===== src/rtl/if_id_pipe_reg.sv =====
// IF->ID pipeline register: PC/instruction pair with valid/ready handshake,
// synchronous flush and an optional 2-entry skid buffer that registers in_ready.
module if_id_pipe_reg #(
    parameter int                 PC_W      = 32,
    parameter int                 INSTR_W   = 32,
    parameter logic [PC_W-1:0]    RESET_PC  = PC_W'(32'h3000),
    parameter logic [INSTR_W-1:0] NOP_INSTR = '0,
    parameter bit                 SKID_EN   = 1'b1
) (
    input  logic               clk,
    input  logic               rstn,
    input  logic               flush,
    input  logic               in_valid,
    output logic               in_ready,
    input  logic [PC_W-1:0]    in_pc,
    input  logic [INSTR_W-1:0] in_instr,
    output logic               out_valid,
    input  logic               out_ready,
    output logic [PC_W-1:0]    out_pc,
    output logic [INSTR_W-1:0] out_instr,
    output logic [1:0]         occupancy
);

    typedef enum logic [1:0] {
        EMPTY = 2'd0,
        BUSY  = 2'd1,
        FULL  = 2'd2
    } state_t;

    state_t               state_reg;
    logic [PC_W-1:0]      main_pc_reg;
    logic [INSTR_W-1:0]   main_instr_reg;
    logic                 main_valid_reg;
    logic [PC_W-1:0]      skid_pc_reg;
    logic [INSTR_W-1:0]   skid_instr_reg;
    logic                 skid_valid_reg;

    logic accept;
    logic consume;

    assign accept  = in_valid & in_ready;
    assign consume = main_valid_reg & out_ready;

    // With the skid buffer, ready depends only on state so ID stall never reaches IF combinationally.
    generate
        if (SKID_EN) begin : g_skid_ready
            assign in_ready = (state_reg != FULL);
        end else begin : g_pass_ready
            assign in_ready = !main_valid_reg || out_ready;
        end
    endgenerate

    always_ff @(posedge clk or negedge rstn) begin
        if (!rstn) begin
            state_reg      <= EMPTY;
            main_pc_reg    <= RESET_PC;
            main_instr_reg <= NOP_INSTR;
            main_valid_reg <= 1'b0;
            skid_pc_reg    <= '0;
            skid_instr_reg <= '0;
            skid_valid_reg <= 1'b0;
        end else if (flush) begin
            // main_pc_reg deliberately keeps its last value
            state_reg      <= EMPTY;
            main_instr_reg <= NOP_INSTR;
            main_valid_reg <= 1'b0;
            skid_valid_reg <= 1'b0;
        end else begin
            case (state_reg)
                EMPTY: begin
                    if (accept) begin
                        state_reg      <= BUSY;
                        main_pc_reg    <= in_pc;
                        main_instr_reg <= in_instr;
                        main_valid_reg <= 1'b1;
                    end
                end
                BUSY: begin
                    if (accept && consume) begin
                        main_pc_reg    <= in_pc;
                        main_instr_reg <= in_instr;
                    end else if (accept && SKID_EN) begin
                        state_reg      <= FULL;
                        skid_pc_reg    <= in_pc;
                        skid_instr_reg <= in_instr;
                        skid_valid_reg <= 1'b1;
                    end else if (consume) begin
                        state_reg      <= EMPTY;
                        main_valid_reg <= 1'b0;
                    end
                end
                FULL: begin
                    if (consume) begin
                        state_reg      <= BUSY;
                        main_pc_reg    <= skid_pc_reg;
                        main_instr_reg <= skid_instr_reg;
                        skid_valid_reg <= 1'b0;
                    end
                end
                default: begin
                    state_reg      <= EMPTY;
                    main_valid_reg <= 1'b0;
                    skid_valid_reg <= 1'b0;
                end
            endcase
        end
    end

    assign out_valid = main_valid_reg;
    assign out_pc    = main_pc_reg;
    assign out_instr = main_valid_reg ? main_instr_reg : NOP_INSTR;
    assign occupancy = 2'(main_valid_reg) + 2'(skid_valid_reg);

endmodule


===== config.mk =====
export PLATFORM = sky130hd
export DESIGN_NAME = if_id_pipe_reg
export DESIGN_NICKNAME = d
export VERILOG_FILES = /design/src/rtl/if_id_pipe_reg.sv
export SDC_FILE = /design/constraint.sdc
export NUM_CORES = 1
export LEC_CHECK = 0
export CAP_MARGIN = 20
export CORE_MARGIN = 10
export CORE_UTILIZATION = 55
export DETAILED_ROUTE_END_ITERATION = 7
export HOLD_SLACK_MARGIN = 0.08
export PLACE_DENSITY = 0.95
export SETUP_SLACK_MARGIN = 0.3
export SKIP_LAST_GASP = 1
export SLEW_MARGIN = 20
export SYNTH_ARGS = -nofsm -noshare
export SYNTH_HDL_FRONTEND = slang
export SYNTH_SLANG_ARGS = --single-unit

===== constraint.sdc =====
create_clock -name clk -period 2.4 [get_ports clk]
set_input_delay 0.72 -clock clk [delete_from_list [all_inputs] [get_ports clk]]
set_output_delay 0.72 -clock clk [all_outputs]
set_load 0.005 [all_outputs]

==> summary.md, run 1 <==
| Metric | Value |
|---|---|
| Synth Instances | `544` |
| Vias | `approximately 4.6k` |
| GRT Overall Usage | `about a fifth` |
| CP bufs+invs | `3` |
| Drt via density | `about 5.4` |
| # H-tree levels | `4` |
| Chip Height | `126 um` |
| Avg Inst Size Synth | `~11 um^2` |
| DP Area | `about 7800 um^2` |
| Drt wl/cell | `approximately 19 um` |
| Status | `complete, no violations` |
| Fmax | `about 450 MHz` |
| Crit path kind | `reg2out` |
| Core area | `10,900 um^2` |
| Top_reg_cell synth | `dfrtp_1` |
| Pin count of the biggest net entering global routing | `66` |
| Skew-Pair Late Insertion Delay | `around 530 ps` |
| Net Sw Power | `around 1.9 mW` |
| Crit-path max cell delay | `450 ps` |
| Mapped Nets | `614` |
| Die area | `about 16,000 um^2` |
| Post-synthesis cell area | `6140 um^2` |
| Min-delay src | `out_pc[16]$_DFFE_PN0P_` |
| Clock-pin slew on the worst setup and hold paths | `roughly 60 ps` |
| Antenna viol nets, final | `0` |
| Worst reg2reg path endpoint | `main_instr_reg[18]$_DFFE_PN0P_` |
| Seq/Total Area, Yosys | `a little over half` |
| Hold Path Depth | `1` |
| Clk sink count | `roughly 130` |
| Global-route wire length before repair | `approximately 27,000 um` |
| GRT overflow | `0` |
| Setup WS pre-CTS | `-31.9 ps` |
| Hold endpoint | `out_pc[16]$_DFFE_PN0P_` |
| Ports | `between 100 and 150` |
| Power Density | `between 800 and 900 nW/um^2` |
| Clock power share | `36.0%` |
| Area grow syn2layout | `38.4%` |
| Critical Path RT | `between 1500 and 2000 ps` |
| Vias in the first global route | `about 5.2k` |
| Fillers | `between 600 and 700` |
| Async set-reset flop share out of synthesis | `100%` |
| R2R cell count | `9` |
| Final instance area | `roughly 8500 um^2` |
| Top-count cell post-synth | `nand2_1` |
| Diodes inserted | `0` |
| Area leader, netlist | `dfrtp_1` |
| GPL Wtd Cong | `0.849` |
| Share of cells above drive strength 1 | `a little under two fifths` |
| Logic pwr share | `between 20% and 30%` |
| Deepest clock path buffer count | `2` |
| 1st-pass router iterations | `6` |
| Reg power frac | `a little over two fifths` |
| Share of the clock period used by the worst path | `approximately 93%` |
| Worst setup margin | `roughly 160 ps` |
| Type of origin of the critical path | `register` |
| Clk_skew | `8.36 ps` |
| Root Buffer | `clkbuf_8` |
| Delay-heaviest family, CP | `flip-flops` |
| Crit-path cells | `buf_12 -> buf_8 -> and2_1 -> buf_2` |
| Yosys top cell area share | `a little over half` |
| DIE WIDTH | `about 130 um` |
| Area contributors post-synth | `dfrtp_1, mux2_2, nand2_1` |
| Max_slew headroom | `between 40% and 50%` |
| Worst hold-check path type | `reg2reg` |
| Crit path DAT | `about 1500 ps` |
| Num CTS Buffers | `17` |
| Number of synthesized flops with an enable pin | `0` |
| R2r startpoint | `out_valid$_DFFE_PN0P_` |
| Max_cap viols | `0` |
| Worst setup EP type | `output port` |
| Final hold viol count | `0` |
| Pins Over Slew Limit | `0` |
| Internal power | `~5.5 mW` |
| Routed WL | `16,400 um` |
| Crit-path max FO | `11` |
| Worst-path cell with the longest stage delay | `dfrtp_2` |
| Seq cells post-synth | `132` |
| Worst-margin pin slew | `between 700 and 800 ps` |
| Residual DRC count | `0` |
| Yosys warns | `0` |
| Switching Share | `between 20% and 30%` |
| RSZ-0062 raised after global routing | `yes` |
| Peak supply drop | `507 uV` |
| LEAKAGE | `4.02 nW` |
| Iter 0 DRT Violations | `~400` |
| Final core occ | `78.1%` |
| CTS tree | `done` |
| Detailed placement HPWL | `about 11,000 um` |
| Setup-failing EPs final | `0` |
| Count of different cell masters after synthesis | `25` |
| Tmin final | `~2200 ps` |
| Cell Rows | `38` |
| Commonest cells post-synth | `nand2_1, dfrtp_1, mux2_2, a21oi_1, and2_1` |
| Reg-to-reg slack, setup | `around 460 ps` |
| Fin nets | `~780` |
| Initial antenna violation count | `0` |
| I/O Buffers | `between 100 and 150` |
| Initial Util | `a little under three fifths` |
-- worst reg2reg max path, stage by stage, from the launching register on --
cell	delay [ps]
dfrtp_2	430
buf_4	130
buf_6	100
buf_4	110
nand2_1	70
o21bai_4	190
buf_4	150
nand3b_4	100
buf_12	160
mux2_2	360
-- logic make-up after synthesis --
group | count (synthesis) | synth area share, %
AOI/OAI and AO/OA | 41 | 3.79
adders and majority gates | 1 | 0.204
buffers and inverters | 36 | 3.87
DFF | 132 | 53.8
muxes | 129 | 23.6
and+or+nand+nor | 205 | 14.7
-- power groups by stage --
stage / sequential [mW] / combinational [mW] / clock, mW
finish: 3.19 / 1.57 / 2.68
global route: 3.25 / 1.71 / 2.80
CTS: 3.18 / 1.57 / 2.70
detailed placement: 3.22 / 1.60 / 0
global placement: 3.16 / 1.51 / 0
floorplan: 3.12 / 0.831 / 0
-- cell type report --
type | instances | area, um^2 | area share (%)
sequential | 132 | 3310 | 38.9
multi-input combinational | 376 | 2670 | 31.4
timing repair buffer | 176 | 1730 | 20.3
clock buffer | 21 | 469 | 5.52
tap | 140 | 175 | 2.06
clock inverter | 11 | 149 | 1.75
inverter | 2 | 7.51 | 0.0883
-- metal layers --
| layer | up-vias | GRT usage, % | routed length, um | part of all wire [%] |
|---|---|---|---|---|
| li1 | 2134 | - | - | - |
| met1 | 2328 | 22.4 | 6320 | 38 |
| met2 | 149 | 37.4 | 8880 | 54 |
| met3 | 38 | 5.03 | 705 | 4.3 |
| met4 | 0 | 9.28 | 529 | 3.2 |
| met5 | - | 0 | 0 | 0 |
-- worst max path at each step --
stage,slack [ps],start,end,cells after the start
after CTS,120,out_valid$_DFFE_PN0P_,out_instr[15],4
final,160,out_valid$_DFFE_PN0P_,out_instr[15],4
after detailed placement,-30,out_ready,out_pc[11]$_DFFE_PN0P_,6
after global routing,120,out_valid$_DFFE_PN0P_,out_instr[17],4
after global placement,-0.6,out_ready,out_pc[10]$_DFFE_PN0P_,6
after floorplan,540,in_valid,out_pc[0]$_DFFE_PN0P_,5
-- repair_timing --
action | 4_1_cts | 5_1_grt
buffers inserted | 11 | 2
gates resized for setup | 213 | 19
hold endpoints to repair | 14 | 0
pin swaps | 0 | 0
hold buffers | 1 | 0
endpoints found under the setup margin | 68 | 35
-- layout by cell type, fill, tap and decap left out, types with 2 or more instances in the layout --
cell,Yosys,final
nand3b_1,2,2
buf_2,10,14
clkdlybuf4s50_1,0,67
buf_6,12,27
a21oi_1,37,37
clkbuf_8,0,5
nand2_1,163,163
buf_12,0,9
dfstp_2,2,2
dfrtp_2,0,2
clkbuf_16,0,16
bufinv_16,0,3
and2_4,0,20
buf_8,0,2
mux2_2,128,128
dfrtp_1,130,128
nor2b_1,2,2
and2_1,32,12
clkinvlp_4,0,6
buf_4,0,24
dlygate4sd2_1,0,32
-- through the flow --
step / std cells / power, mW / hold slack [ps] / setup TNS (ps)
after floorplan: 544 / 3.95 / 424 / 0
after global placement: 812 / 4.68 / 483 / -1.96
after detailed placement: 812 / 4.82 / 489 / -719
after CTS: 856 / 7.45 / 503 / 0
after global routing: 858 / 7.76 / 509 / 0
final: 858 / 7.44 / 499 / 0
Note: power is estimated with default switching activity, not from simulation.
==> run 2: changes to the inputs <==
--- a/config.mk
+++ b/config.mk
@@ -10,7 +10,7 @@
 export CORE_UTILIZATION = 55
 export DETAILED_ROUTE_END_ITERATION = 7
 export HOLD_SLACK_MARGIN = 0.08
-export PLACE_DENSITY = 0.95
+export PLACE_DENSITY = 0.88
 export SETUP_SLACK_MARGIN = 0.3
 export SKIP_LAST_GASP = 1
 export SLEW_MARGIN = 20
==> run 2 against run 1 <==
The flow now finishes with violations (negative setup slack); final cell count shrank 0.35%; non-clock buffer count down 3; combinational power up 8%; via count grew 2.5%; clock-buffer cell count decreased by 2; register-to-register slack got worse by 70 ps; sequential cell count stayed put; global-route usage grew 1.8 points; clock power grew 4%; critical endpoint is now occupancy[0]; largest power group unchanged.
==> summary.md, run 2 (synthesized netlist as in run 1, its figures left out) <==
| Metric | Value |
|---|---|
| Vias in the first global route | `5,201 (-0.73%)` |
| Worst setup margin | `-30.6 ps (-190 ps)` |
| Antenna viol nets, final | `0 (unchanged)` |
| Critical Path RT | `1680 ps (about the same)` |
| Max_cap viols | `0 (unchanged)` |
| Root Buffer | `clkbuf_8` |
| Core area | `10,900 um^2 (unchanged)` |
| Diodes inserted | `0 (unchanged)` |
| Clk sink count | `132 (unchanged)` |
| Type of origin of the critical path | `register` |
| Crit path DAT | `1710 ps (+190 ps)` |
| Cell Rows | `38 (unchanged)` |
| Failing checks | `negative setup slack` |
| Vias | `4,765 (+2.5%)` |
| Drt wl/cell | `21.1 um (+10%)` |
| Detailed placement HPWL | `10,600 um (-2.4%)` |
| I/O Buffers | `136 (unchanged)` |
| DIE WIDTH | `126 um (unchanged)` |
| Switching Share | `26.2% (+0.40 points)` |
| Power Density | `888 nW/um^2 (+1.6%)` |
| Ports | `137 (unchanged)` |
| Peak supply drop | `536 uV (+5.8%)` |
| Worst setup EP type | `output port` |
| Routed WL | `18,100 um (+10%)` |
| Pins Over Slew Limit | `0 (unchanged)` |
| DP Area | `7710 um^2 (-0.55%)` |
| Fmax | `411 MHz (-7.8%)` |
| Initial Util | `56.4% (unchanged)` |
| Share of the clock period used by the worst path | `101% (+7.9 points)` |
| Setup WS pre-CTS | `-53.1 ps (-21.2 ps)` |
| Status | `complete, but fails checks` |
| Iter 0 DRT Violations | `467 (+19%)` |
| Fillers | `642 (-3.5%)` |
| Clk_skew | `7.32 ps (-1.04 ps)` |
| Clock power share | `36.3% (+0.3 points)` |
| Internal power | `5.68 mW (+3.0%)` |
| Most common cell after layout, fill and taps aside | `nand2_1` |
| 1st-pass router iterations | `5 (-1)` |
| Clock-pin slew on the worst setup and hold paths | `60 ps (about the same)` |
| CTS tree | `done` |
| Max_slew headroom | `49.2% (-0.74 points)` |
| Final hold viol count | `0 (unchanged)` |
| GRT Overall Usage | `22.5% (+1.8 points)` |
| Tmin final | `2430 ps (+190 ps)` |
| Area grow syn2layout | `41.1%` |
| Reg power frac | `41.6% (-1.3 points)` |
| Worst-path cell with the longest stage delay | `dfrtp_2` |
| Net Sw Power | `2.02 mW (+5.1%)` |
| Skew-Pair Late Insertion Delay | `530 ps (about the same)` |
| Worst hold-check path type | `reg2reg` |
| Logic pwr share | `22.1% (+0.9 points)` |
| GRT overflow | `0 (unchanged)` |
| TNS Setup | `-30.6 ps (-30.6 ps)` |
| Die area | `15,800 um^2 (unchanged)` |
| Setup-failing EPs final | `1 (+1)` |
| Deepest clock path buffer count | `2 (unchanged)` |
| Fin nets | `772 (-0.39%)` |
| Pin count of the biggest net entering global routing | `70 (+6.1%)` |
| Residual DRC count | `0 (unchanged)` |
| Crit path kind | `reg2out` |
| Crit-path cells | `buf_12 -> buf_8 -> buf_16 -> ha_4 -> buf_6` |
| Global-route wire length before repair | `28,800 um (+7.7%)` |
| Final instance area | `8670 um^2 (+1.9%)` |
| GPL Wtd Cong | `0.776 (-8.6%)` |
| Worst-margin pin slew | `762 ps (+11.1 ps)` |
| Most frequent cells in the layout | `nand2_1, mux2_2, dfrtp_1` |
| # H-tree levels | `4 (unchanged)` |
| Share of cells above drive strength 1 | `37.5% (+0.16 points)` |
| Chip Height | `126 um (unchanged)` |
| Num CTS Buffers | `17 (unchanged)` |
| RSZ-0062 raised after global routing | `yes` |
| LEAKAGE | `4.08 nW (+1.5%)` |
| Drt via density | `5.57 (+2.9%)` |
| Crit-path max cell delay | `440 ps (about the same)` |
| Delay-heaviest family, CP | `buffers and inverters` |
| CP bufs+invs | `4 (+1)` |
| Initial antenna violation count | `0 (unchanged)` |
| Final core occ | `79.6% (+1.5 points)` |
| Crit-path max FO | `5 (-6)` |
==> run 2: cell count changes in the layout (fill, tap and decap cells not counted), sizes merged <==
cell      before  now
buf           76   71
clkinv         1    5
clkinvlp       6    3
bufinv         3    5
inv            3    2
==> run 2: what timing repair did <==
action                                  in CTS  in global routing
endpoints found under the setup margin      68                 36
resized for setup                          218                 25
buffers inserted                            13                  1
hold endpoints to repair                     5                  0
gates cloned                                 3                  1
hold buffers                                 1                  0
==> run 2: layout make-up <==
type,count,area [um^2],share of cell area (%)
clock buffers,19,422,4.87
clock inverters,13,209,2.41
inverters,2,7.51,0.0866
multi-input cells,376,2680,30.9
flip-flops and latches,132,3310,38.2
well taps,140,175,2.02
repair buffers,173,1870,21.6
==> run 2: power by group through the flow <==
stage	combinational (mW)	sequential [mW]	clock, mW
2_1_floorplan	0.831	3.12	0
3_3_place_gp	1.53	3.15	0
3_5_place_dp	1.61	3.21	0
4_1_cts	1.64	3.18	2.79
5_1_grt	1.83	3.27	2.93
6_report	1.70	3.20	2.80
==> run 2: final timing paths <==
path | start | to | slack, ps | depth (start not counted)
worst max-delay path | out_valid$_DFFE_PN0P_ | occupancy[0] | -30 | 5
worst min-delay path | out_pc[5]$_DFFE_PN0P_ | out_pc[5]$_DFFE_PN0P_ | 500 | 1
worst max register to register | out_valid$_DFFE_PN0P_ | out_pc[10]$_DFFE_PN0P_ | 390 | 8
worst min register to register | out_pc[5]$_DFFE_PN0P_ | out_pc[5]$_DFFE_PN0P_ | 500 | 1
max in group asynchronous | rstn | out_valid$_DFFE_PN0P_ | 1070 | 3
min in group asynchronous | rstn | out_pc[26]$_DFFE_PN0P_ | 630 | 2
==> run 2: per-layer routing <==
metal  vias up  wire length (um)  GRT usage [%]  part of all wire [%]
met5         -                 0              0                     0
met4         0               614           10.2                   3.4
met3        46               827           5.24                   4.6
met2       158              9490           39.4                    52
met1      2436              7140           25.6                    40
li1       2125                 -              -                     -
==> run 2: metrics by stage <==
step / std cells / power (mW) / hold WS, ps
6_report: 855 / 7.70 / 496
5_1_grt: 855 / 8.03 / 512
2_1_floorplan: 544 / 3.95 / 424
3_3_place_gp: 804 / 4.68 / 477
3_5_place_dp: 804 / 4.82 / 483
4_1_cts: 853 / 7.61 / 495
